## config.mk

```make
export PLATFORM = sky130hd
export DESIGN_NAME = serial_adder_ctrl
export DESIGN_NICKNAME = d
export VERILOG_FILES = /design/src/rtl/serial_adder_ctrl.sv
export SDC_FILE = /design/constraint.sdc
export NUM_CORES = 1
export LEC_CHECK = 0
export ABC_AREA = 1
export ABC_CLOCK_PERIOD_IN_PS = 1500
export BUFFER_PORTS_ARGS = -buffer_cell sky130_fd_sc_hd__buf_2
export CORE_MARGIN = 1.5
export CORE_UTILIZATION = 35
export CTS_CLUSTER_SIZE = 20
export DETAILED_ROUTE_END_ITERATION = 8
export PLACE_DENSITY = 0.56
export SLEW_MARGIN = 0
export SYNTH_ARGS = -nofsm -noshare
export SYNTH_HDL_FRONTEND = slang
export SYNTH_SLANG_ARGS = --single-unit
```

## constraint.sdc

```tcl
create_clock -name clk -period 1.5 [get_ports clk]
set_input_delay 0.15 -clock clk [delete_from_list [all_inputs] [get_ports clk]]
set_output_delay 0.15 -clock clk [all_outputs]
set_load 0.005 [all_outputs]
```

## src/rtl/serial_adder_ctrl.sv

```systemverilog
// Bit-serial adder sequencer driving an external full adder, LSB first.
// Operands are captured on start; the result appears after WIDTH cycles.
module serial_adder_ctrl #(
  parameter int WIDTH = 8
) (
  input  logic             clk,
  input  logic             rst_n,
  input  logic             start,
  input  logic [WIDTH-1:0] op_a,
  input  logic [WIDTH-1:0] op_b,
  input  logic             cin,
  output logic             fa_a,
  output logic             fa_b,
  output logic             fa_cin,
  input  logic             fa_sum,
  input  logic             fa_cout,
  output logic             busy,
  output logic             done,
  output logic [WIDTH-1:0] sum,
  output logic             cout
);

  localparam int CW = $clog2(WIDTH);
  localparam logic [CW-1:0] LAST = CW'(WIDTH - 1);

  typedef enum logic [1:0] {
    IDLE = 2'd0,
    RUN  = 2'd1,
    DONE = 2'd2
  } state_t;

  state_t           state;
  state_t           nxt;
  logic [WIDTH-1:0] a_sr;
  logic [WIDTH-1:0] b_sr;
  logic [WIDTH-1:0] s_sr;
  logic             c_q;
  logic [CW-1:0]    cnt;
  logic             last;
  logic [WIDTH-1:0] s_nxt;

  assign last  = (cnt == LAST);
  assign s_nxt = {fa_sum, s_sr[WIDTH-1:1]};

  always_ff @(posedge clk) begin
    if (!rst_n) state <= IDLE;
    else        state <= nxt;
  end

  always_comb begin
    nxt = state;
    unique case (state)
      IDLE:    if (start) nxt = RUN;
      RUN:     if (last)  nxt = DONE;
      DONE:    nxt = IDLE;
      default: nxt = IDLE;
    endcase
  end

  always_comb begin
    busy   = 1'b0;
    done   = 1'b0;
    fa_a   = 1'b0;
    fa_b   = 1'b0;
    fa_cin = 1'b0;
    unique case (state)
      RUN: begin
        busy   = 1'b1;
        fa_a   = a_sr[0];
        fa_b   = b_sr[0];
        fa_cin = c_q;
      end
      DONE:    done = 1'b1;
      default: ;
    endcase
  end

  // sum/cout only ever load the completed word, never a partial one
  always_ff @(posedge clk) begin
    if (!rst_n) begin
      a_sr <= '0;
      b_sr <= '0;
      s_sr <= '0;
      c_q  <= 1'b0;
      cnt  <= '0;
      sum  <= '0;
      cout <= 1'b0;
    end else if (state == IDLE && start) begin
      a_sr <= op_a;
      b_sr <= op_b;
      c_q  <= cin;
      cnt  <= '0;
    end else if (state == RUN) begin
      a_sr <= a_sr >> 1;
      b_sr <= b_sr >> 1;
      s_sr <= s_nxt;
      c_q  <= fa_cout;
      cnt  <= cnt + CW'(1);
      if (last) begin
        sum  <= s_nxt;
        cout <= fa_cout;
      end
    end
  end

endmodule

```

==> impl_results.md <==
- Gate power share: 0.131
- Die height: 72.6 µm
- Crit-path leading delay family: buffers and inverters
- Total track usage: 0.146
- Nets: between 300 and 400
- Clock buffer depth: 2
- Sw frac: 0.264
- Grt ovf: 0
- Fin worst setup slack: around 0.16 ns
- RSZ-0062 raised after global routing: false
- Crit-path cells: inv_2, nor2_4, buf_4, buf_2
- Worst Setup End Kind: primary output
- Commonest non-fill, non-tap cell in the layout: nand2_1
- Internal power: approximately 1.5 mW
- Finished Core Util: 0.432
- CP max stage cell: dfxtp_1
- Hold buffers post-CTS: 0
- Pleak: slightly above 1 nW
- Die X: roughly 73 µm
- Hold crit path type: input port to register
- # IOs: 36
- Pin count of the biggest net entering global routing: 19
- Die Area: 5270 µm²
- WL final: roughly 3.7 mm
- H-tree Lvls: 2
- Initial antenna violation count: 0
- Crit-path max cell delay: roughly 0.34 ns
- Clock buffer count from CTS: 5
- Port Buffers: 35
- FP Rows: 25
- Slew margin rel.: 0.679
- Num Clock Sinks: 38
- Flop pwr share: 0.523
- Maximum fanout along the worst path: 9
- Fin crit share: 0.894
- Status: finished clean
- Inserted Diodes: 0
- WP data arrival: 1.19 ns
- Setup bufs post-CTS: 0
- Max VDD drop: around 0.61 mV
- Final ANT Viol Nets: 0
- Share of cells above drive strength 1: 0.220
- Via count: 1,526
- Synth warn: 0
- Power density of the placed cells: between 1000 and 1500 nW/µm²
- Worst EP required: approximately 1.4 ns
- Clock root buffer master: clkbuf_8
- Register bit total from synthesis: 38
- GP Congestion: between 0.7 and 0.8
- Reg clk slew, reported paths: about 0.070 ns
- Register Area: ~760 µm²
- Layout Skew: 0.00838 ns
- Syn-to-layout area delta: 19.5%
- Clock Power Share: 0.346
- Fin Setup TNS: 0 ns
- Distinct cells, synth: 21
- Gate Count Post-Synth: around 240
- Switching Power: about 0.55 mW
- Seq/Total Area, Yosys: 0.448
- Highest clock rate: 745 MHz
- Via density: roughly 4.5
- Syn_nets: 268
- Wire per inst: 10.9 µm
- Final setup viols: 0
- Placement Setup Slack: ~0.22 ns
- First-pass GRT wire length: 6.03 mm
- Max-cap viol count: 0
- Starting Density: 0.362
- Final Hold Fails: 0
- Insertion delay to the later sink of the worst-skew pair: ~0.29 ns
- Vias in the first global route: about 1,400
- Syn Std Cell Area: approximately 1700 µm²
- Multi-input logic area: around 770 µm²
- WP buf/inv: 3
- Fin crit period: around 1.3 ns
- Drt drc: 0
- Fillers: 530
- Most frequent cells in the layout: nand2_1, dfxtp_1, buf_2
- DP Wirelength: 2.55 mm
- CTS tree: done
- Syn Area/Cell: 6.95 µm²
- Crit path launch type: register
- Core area: around 4700 µm²
- DRT Pass-1 Iters: 4
- DRT iter0 DRCs: 45
- Max Transition Viols Final: 0
- Worst-margin pin slew: 0.480 ns
- WS Path Type: register to primary output
## power groups by stage
| stage | sequential, mW | combinational [mW] | clock [mW] |
|---|---|---|---|
| after CTS | 1.10 | 0.277 | 0.750 |
| final | 1.10 | 0.275 | 0.725 |
| after global placement | 1.12 | 0.274 | 0 |
| after detailed placement | 1.12 | 0.274 | 0 |
| after global routing | 1.10 | 0.314 | 0.791 |
| after floorplan | 1.11 | 0.203 | 0 |
## synthesized netlist by cell type
cell	instances	area share
nor2_4	2	0.013
nor2_1	31	0.069
buf_2	6	0.018
xor2_1	1	0.0052
inv_2	4	0.0088
buf_6	2	0.013
buf_1	1	0.0022
buf_4	2	0.0088
nor2_2	1	0.0037
a21oi_1	17	0.050
ha_1	2	0.015
inv_1	20	0.044
o21ai_1	5	0.015
dfxtp_1	38	0.45
nand3_1	33	0.097
nand2_1	68	0.15
clkinv_1	1	0.0022
o21ai_4	1	0.0096
nand2_2	2	0.0074
o21ai_0	5	0.015
clkbuf_1	2	0.0044
## final timing paths
path              startpoint      end  slack, ns  cells after the start
setup reg to reg    state[0]  b_sr[7]       0.21                      6
hold reg to reg      s_sr[6]   sum[5]       0.46                      2
hold / removal       fa_cout     cout       0.07                      3
setup / recovery    state[0]     busy       0.16                      4
## worst reg2reg max path: cells and delay by family, from the launching register on
kind	cells	cell delay, ns
AND/OR/NAND/NOR	3	0.49
buffers and inverters	2	0.31
flip-flops	1	0.32
AO/OA/AOI/OAI	1	0.11
## area by class of cell
type                    count  area share
clock inverters             2     0.00617
inverters                  25      0.0463
clock buffers               6      0.0407
repair buffers             43       0.116
well taps                  54      0.0333
multi-input cells         168       0.381
flip-flops and latches     38       0.376
## state kept, by name, indices dropped and copies added (netlist names)
register	flops
a_sr	8
sum	8
cout	1
state	2
cnt	3
c_q	1
b_sr	8
s_sr	7
## cells by family after synthesis
family | synth area share
buf+inv | 0.102
flops | 0.448
fa+ha+maj | 0.0147
simple gates | 0.341
xor+xnor | 0.00516
compound gates | 0.0892
## metal layers
metal	vias to the layer above	wire length [µm]	track usage
met5	-	0	0
met4	0	40	0.0440
met3	4	120	0.0414
met2	23	1650	0.232
met1	666	1860	0.191
li1	833	-	-
## what timing repair did
action,4_1_cts,5_1_grt
endpoints found under the setup margin,1,4
endpoints found under the hold margin,0,0
resized for setup,1,2
## per-stage QoR
| stage | cells | power (mW) | hold WS, ns | cell area (µm²) |
|---|---|---|---|---|
| floorplan | 244 | 1.32 | 0.253 | 1700 |
| global placement | 328 | 1.40 | 0.361 | 1920 |
| detailed placement | 328 | 1.40 | 0.368 | 1920 |
| CTS | 336 | 2.12 | 0.0650 | 2020 |
| global route | 336 | 2.21 | 0.0799 | 2030 |
| finish | 336 | 2.10 | 0.0696 | 2030 |
No activity file was read; power rests on OpenSTA's default activity.
